## config.mk

```make
export PLATFORM = sky130hd
export DESIGN_NAME = cyclic_encoder74
export DESIGN_NICKNAME = d
export VERILOG_FILES = /design/src/rtl/cyclic_encoder74.sv
export SDC_FILE = /design/constraint.sdc
export NUM_CORES = 1
export LEC_CHECK = 0
export ABC_AREA = 1
export CAP_MARGIN = 20
export CORE_MARGIN = 5
export CORE_UTILIZATION = 25
export CTS_CLUSTER_DIAMETER = 200
export CTS_CLUSTER_SIZE = 14
export DETAILED_ROUTE_END_ITERATION = 12
export PLACE_DENSITY = 0.42
export SYNTH_ARGS = -nofsm -noshare
export SYNTH_HDL_FRONTEND = slang
export SYNTH_SLANG_ARGS = --single-unit
```

## constraint.sdc

```tcl
create_clock -name clk -period 2.8 [get_ports clk]
set_input_delay 0.56 -clock clk [delete_from_list [all_inputs] [get_ports clk]]
set_output_delay 0.56 -clock clk [all_outputs]
set_load 0.02 [all_outputs]
```

## src/rtl/cyclic_encoder74.sv

```systemverilog
// Systematic (7,4) cyclic encoder, g(x) = x^3 + x + 1.
// Bit-serial division LFSR computes parity; codeword is emitted in parallel and serially, c[6] first.
module cyclic_encoder74 (
    input  logic       clk,
    input  logic       rst,
    input  logic [3:0] m,
    input  logic       in_valid,
    output logic       in_ready,
    output logic [6:0] c,
    output logic       cw_valid,
    output logic       sout,
    output logic       sout_valid,
    output logic       sout_last
);

    typedef enum logic [1:0] {
        IDLE = 2'd0,
        CALC = 2'd1,
        SEND = 2'd2
    } state_t;

    state_t      state_r;
    state_t      state_s;
    logic [3:0]  msg_r;
    logic [3:0]  msg_s;
    logic [2:0]  lfsr_r;
    logic [2:0]  lfsr_s;
    logic [2:0]  cnt_r;
    logic [2:0]  cnt_s;
    logic [6:0]  shreg_r;
    logic [6:0]  shreg_s;
    logic [6:0]  c_r;
    logic [6:0]  c_s;
    logic        cw_valid_r;
    logic        cw_valid_s;
    logic        sout_valid_r;
    logic        sout_valid_s;
    logic        sout_last_r;
    logic        sout_last_s;
    logic        cur_bit_s;

    // One division step: feedback f = b ^ r[2] folds x^3 back onto x + 1.
    function automatic logic [2:0] lfsr_step(input logic [2:0] r, input logic b);
        logic f;
        f = b ^ r[2];
        return {r[1], r[0] ^ f, f};
    endfunction

    // State register.
    always_ff @(posedge clk or posedge rst) begin
        if (rst) begin
            state_r <= IDLE;
        end else begin
            state_r <= state_s;
        end
    end

    // Next-state and next-datapath decode; the counter is shared by CALC and SEND.
    always_comb begin
        state_s      = state_r;
        msg_s        = msg_r;
        lfsr_s       = lfsr_r;
        cnt_s        = cnt_r;
        shreg_s      = shreg_r;
        c_s          = c_r;
        cw_valid_s   = 1'b0;
        sout_valid_s = sout_valid_r;
        sout_last_s  = sout_last_r;
        cur_bit_s    = msg_r[2'd3 - cnt_r[1:0]];
        case (state_r)
            IDLE: begin
                sout_valid_s = 1'b0;
                sout_last_s  = 1'b0;
                if (in_valid) begin
                    msg_s   = m;
                    lfsr_s  = 3'd0;
                    cnt_s   = 3'd0;
                    state_s = CALC;
                end else begin
                    state_s = IDLE;
                end
            end
            CALC: begin
                lfsr_s = lfsr_step(lfsr_r, cur_bit_s);
                if (cnt_r == 3'd3) begin
                    c_s          = {msg_r, lfsr_s};
                    shreg_s      = {msg_r, lfsr_s};
                    cw_valid_s   = 1'b1;
                    sout_valid_s = 1'b1;
                    sout_last_s  = 1'b0;
                    cnt_s        = 3'd0;
                    state_s      = SEND;
                end else begin
                    cnt_s = cnt_r + 3'd1;
                end
            end
            SEND: begin
                // Seven left shifts of a 7-bit register leave it zero, so sout idles low.
                shreg_s = {shreg_r[5:0], 1'b0};
                if (cnt_r == 3'd6) begin
                    sout_valid_s = 1'b0;
                    sout_last_s  = 1'b0;
                    cnt_s        = 3'd0;
                    state_s      = IDLE;
                end else begin
                    sout_valid_s = 1'b1;
                    sout_last_s  = (cnt_r == 3'd5);
                    cnt_s        = cnt_r + 3'd1;
                end
            end
            default: begin
                state_s      = IDLE;
                cnt_s        = 3'd0;
                shreg_s      = 7'd0;
                sout_valid_s = 1'b0;
                sout_last_s  = 1'b0;
            end
        endcase
    end

    // Datapath and output registers.
    always_ff @(posedge clk or posedge rst) begin
        if (rst) begin
            msg_r        <= 4'd0;
            lfsr_r       <= 3'd0;
            cnt_r        <= 3'd0;
            shreg_r      <= 7'd0;
            c_r          <= 7'd0;
            cw_valid_r   <= 1'b0;
            sout_valid_r <= 1'b0;
            sout_last_r  <= 1'b0;
        end else begin
            msg_r        <= msg_s;
            lfsr_r       <= lfsr_s;
            cnt_r        <= cnt_s;
            shreg_r      <= shreg_s;
            c_r          <= c_s;
            cw_valid_r   <= cw_valid_s;
            sout_valid_r <= sout_valid_s;
            sout_last_r  <= sout_last_s;
        end
    end

    assign in_ready   = (state_r == IDLE);
    assign c          = c_r;
    assign cw_valid   = cw_valid_r;
    assign sout       = shreg_r[6];
    assign sout_valid = sout_valid_r;
    assign sout_last  = sout_last_r;

endmodule

```

Yosys cells after proc, flatten, opt, wreduce, memory -nomap -nowiden
Index checks and enable logic that the tools add are counted.

storage, ports and cells
  logic and storage cells = 51
  input bits = 7
  output and inout bits = 12
  bits in registers = 29

operators by class
  mux-type cells = 21
  add/subtract/negate cells = 2
  reductions and logical operators = 7
  equal/unequal tests = 8
  bitwise logic cells = 3
  magnitude comparators = 1

operator list
  kind                 number
  $pmux 7 s3           1
  $reduce_and 2->1     5
  $mux 3               3
  $pmux 3 s3           1
  $mux 1               8
  $mux 7               1
  $eq 3x3->1 const B   2
  $ne 2x2->1 const B   3
  $pmux 2 s3           1
  $pmux 3 s2           1
  $mux 2               2
  $pmux 1 s2           2
  $add 3x1->3 const B  1
  $eq 3x2->1 const B   1
  $lt 2x3->1 const B   1
  $bmux 1 s2           1
  $eq 2x1->1 const B   1
  $eq 2x2->1 const B   1
  $logic_not 2->1      1
  $reduce_bool 2->1    1
  $sub 2x2->2 const A  1
  $xor 1x1->1          2
  $not 1->1            1

Depth between registers and ports, before layout
  depth after elaboration = 7
  gate-level depth with buffers = 10
  mapped depth without buffers = 10

Least setup slack after synthesis
No wires, ideal clock.

  kind = register to register
  from = register cnt_r[0]
  to = register shreg_r[6]
  library setup time = 121 ps
  path slack = 1337 ps
  clock period less this slack = 1463 ps
  stages on the path, launching flop included = 8
  data arrival time = 1343 ps
  buffers on the path = 0
  data required time = 2679 ps
  cells stage by stage = dfrtp_1 ha_1 ha_1 nor2_4 nor2_4 inv_4 nor2_4 a22o_1

on the way
  word-level cells in the longest chain between the ends = 3

RTL lines
  item                        RTL line  source
  from (decl)                 28        logic [2:0] cnt_r;
  from (signal assigned)      135       cnt_r <= cnt_s;
  $eq 3x2->1                  85        if (cnt_r == 3'd3) begin
  $ne 2x2->1 (no line)        -
  $reduce_and 2->1 (no line)  -
  to (signal assigned)        136       shreg_r <= shreg_s;
  to (decl)                   30        logic [6:0] shreg_r;

No other way between the ends.
A chain may end at the register's enable or synchronous reset.

Final worst setup path
  from = register state_r[1]
  to = output in_ready

on the way
  word-level cells in the longest chain between the ends = 1

RTL lines
  item                    RTL line  source
  from (decl)             22        state_t state_r;
  from (signal assigned)  54        state_r <= state_s;
  $logic_not 2->1         144       assign in_ready = (state_r == IDLE);
  to (decl)               8         output logic in_ready,

No other way between the ends.

==> qor_table.md <==
| Parameter | This run | Unit |
| --- | --- | --- |
| Post-Syn Area | 1410 | um2 |
| Clock slew at reported path FFs | 0.06 | ns |
| Avg WL per Cell | 12.6 | um |
| Cell depth of the worst min-delay path | 2 | - |
| Depth of the worst register-to-register path | 6 | - |
| Via count of the first global-routing pass | 1,167 | - |
| Register bit total from synthesis | 29 | - |
| Cell leakage power | 0.816 | nW |
| Post-detailed-placement half-perimeter wirelength | 2470 | um |
| Internal Power | 0.999 | mW |
| Crit Path Class | flop to output port | - |
| Clock tree from TritonCTS | built | - |
| Vias post-DR | 1,134 | - |
| # setup viols final | 0 | - |
| Global-route wire length before repair | 5580 | um |
| Antenna violations before repair | 0 | - |
| Clock latency on the worst-skew pair | 0.28 | ns |
| Count of unique library cells instantiated by Yosys | 20 | - |
| Net Switching | 0.675 | mW |
| Worst setup slack after placement | 0.789 | ns |
| Count of standard-cell rows | 27 | - |
| # clock sinks | 29 | - |
| N_diodes | 0 | - |
| Startpoint of the most critical register-to-register path | cnt_r[0] | - |
| Clk network pwr share | 20.4 | % |
| Die width | 85.0 | um |
| Effective utilization at floorplan | 25.7 | % |
| Crit Reg-Reg Endpoint | shreg_r[0] | - |
| Maximum frequency from static timing analysis | 436 | MHz |
| Most used routing layer in global routing | met2 | - |
| Beginning of the critical path | state_r[1] | - |
| Yosys Warn Count | 0 | - |
| GRT Residual Overflow | 0 | - |
| Combinational fraction of design power | 43.2 | % |
| Total Routing Usage GR | 9.72 | % |
| Post-CTS Setup Inserts | 0 | - |
| Synthesized netlist cell count | 159 | - |
| Total negative slack for setup checks | 0 | ns |
| Quantity of hold-fixing buffers added after cts | 0 | - |
| Share of cells above drive strength 1 | 10.3 | % |
| Pin count of the biggest net entering global routing | 30 | - |
| Endpoint of the worst hold path | shreg_r[1] | - |
| Hold Crit Start | shreg_r[1] | - |
| Initial drt markers | 27 | - |
| Highest net fanout along the worst path | 6 | - |
| Run status | completed | - |
| CTS root buf | clkbuf_8 | - |
| Drt drc | 0 | - |
| Instance area after placement | 1680 | um2 |
| Worst reg2reg setup slack | 1.08 | ns |
| Net switching share of the total power | 40.3 | % |
| Kind of launch point of the worst setup path | flop | - |
| Proportion of power drawn by flip-flops and latches | 36.4 | % |
| Required time at the worst-slack endpoint | 2.24 | ns |
| Number of CTS-inserted buffers | 5 | - |
| Nature of the critical path endpoint | output port | - |
| Max IR drop VDD | 0.000205 | V |
| Most common library cell in the layout ignoring fill and taps | nand2_1 | - |
| Global Route met2 Usage | 16.5 | % |
| Final-stage net count | 199 | - |
| M1 GR Usage | 11.5 | % |
| Post-route clock period utilization | 81.9 | % |
| Class of the most critical hold timing path | flop to flop | - |
| Worst-case setup margin in the final layout | 0.506 | ns |
| Highest-count cells in the layout ignoring fill and taps | 37 x nand2_1, 29 x dfrtp_1, 22 x inv_1, 18 x o21ai_0, 18 x clkdlybuf4s50_1 | - |
| Routed Antenna Nets | 0 | - |
| Met3 GRT Util | 1.84 | % |
| Power density normalized to cell area | 947 | nW/um2 |
| Mapped Avg Cell Area | 8.85 | um2 |
| Height of the die | 85.0 | um |
| Max Buffers Root-to-Sink | 2 | - |
| Final worst path period need | 2.29 | ns |
| Worst rel slew slack | 72.0 | % |
| Count of maximum capacitance violations | 0 | - |
| Post-cts gate resize count | 0 | - |
| Worst path arrival time | 1.73 | ns |
| Total count of hold-check failures in the final report | 0 | - |
| Count of input and output buffers | 18 | - |
| Transition time at the pin with the least slew margin | 0.416 | ns |
| Layout-stage area growth over the synthesis result | 25.6 | % |
| Syn nets | 174 | - |
| Detailed Route WL | 3220 | um |
| Max-slew violation total from the final report | 0 | - |
| Placeable core region | 5470 | um2 |
| Final RePlAce weighted congestion | 0.746 | - |
| Top Ports | 19 | - |
| Via/cell ratio | 4.43 | - |
| Filler cells | 593 | - |
| Setup clock skew after layout | 0.00560 | ns |
| Deepest level of the CTS H-tree | 2 | - |
| 1st-pass router iterations | 4 | - |
| Register area share after synthesis | 51.6 | % |
| Overall die area | 7230 | um2 |
| Setup repair after global routing missed its margin | no | - |
| Area of all placed cells without fillers | 1770 | um2 |
cells in the mapped netlist:
library cell   n  share of area (%)
nand2_2        2               0.89
a22o_1         1               0.62
inv_1         22                5.9
o21ai_0       18                6.4
a21oi_1        4                1.4
dfrtp_1       29                 52
o22ai_1        5                2.2
inv_2          3               0.80
mux2i_1        1               0.71
inv_4          1               0.44
nor2_4         3                2.4
ha_1           8                7.1
nand3_1        9                3.2
clkbuf_1       1               0.27
a221oi_1       1               0.62
o2bb2ai_1      1               0.62
o21ai_1        2               0.71
nor2_1         8                2.1
nand3_2        3                2.1
nand2_1       37                9.9
worst max-delay path by stage:
stage | to | slack [ns]
floorplan | shreg_r[6] | 1.34
global placement | in_ready | 0.81
detailed placement | in_ready | 0.79
CTS | in_ready | 0.48
global route | in_ready | 0.42
finish | in_ready | 0.51
final cells by class:
| type | instances | area, um2 | share of cell area (%) |
|---|---|---|---|
| flip-flops and latches | 29 | 726 | 41.0 |
| multi-input cells | 103 | 578 | 32.7 |
| inverters | 26 | 100 | 5.66 |
| repair buffers | 19 | 188 | 10.6 |
| well taps | 72 | 90.1 | 5.10 |
| clock buffers | 7 | 86.3 | 4.88 |
state kept, by name (all words and copies together) (netlist names):
signal      flops
cw_valid        1
state_r         2
sout_valid      1
c               7
sout_last       1
cnt_r           3
shreg_r         7
msg_r           4
lfsr_r          3
critical path: stages, from the launching register on:
cell,delay [ns]
dfrtp_1,0.39
inv_1,0.09
ha_1,0.32
clkdlybuf4s50_1,0.66
power groups by stage:
stage / Combinational [mW] / Clock (mW) / Sequential (mW)
floorplan: 0.455 / 0 / 0.652
global placement: 0.724 / 0 / 0.616
detailed placement: 0.728 / 0 / 0.620
CTS: 0.733 / 0.355 / 0.613
global route: 0.810 / 0.368 / 0.626
finish: 0.724 / 0.341 / 0.609
layer usage:
layer / vias to the layer above / share of wire, %
li1: 569 / -
met1: 536 / 44
met2: 21 / 50
met3: 8 / 3.5
met4: 0 / 2.4
met5: - / 0
metrics by stage:
stage | utilization (%) | std cells | power (mW) | hold WS (ns)
finish | 32.3 | 256 | 1.67 | 0.480
global route | 32.3 | 256 | 1.80 | 0.505
CTS | 32.3 | 256 | 1.70 | 0.483
detailed placement | 30.7 | 249 | 1.35 | 0.466
global placement | 30.7 | 249 | 1.34 | 0.466
floorplan | - | 159 | 1.11 | 0.449
cells by family after synthesis:
family | synth area share (%)
muxes | 0.711
AOI/OAI and AO/OA | 12.6
adders and majority gates | 7.11
and+or+nand+nor | 20.6
buffers and inverters | 7.38
DFF | 51.6
Power figures use the tool's default switching activity.
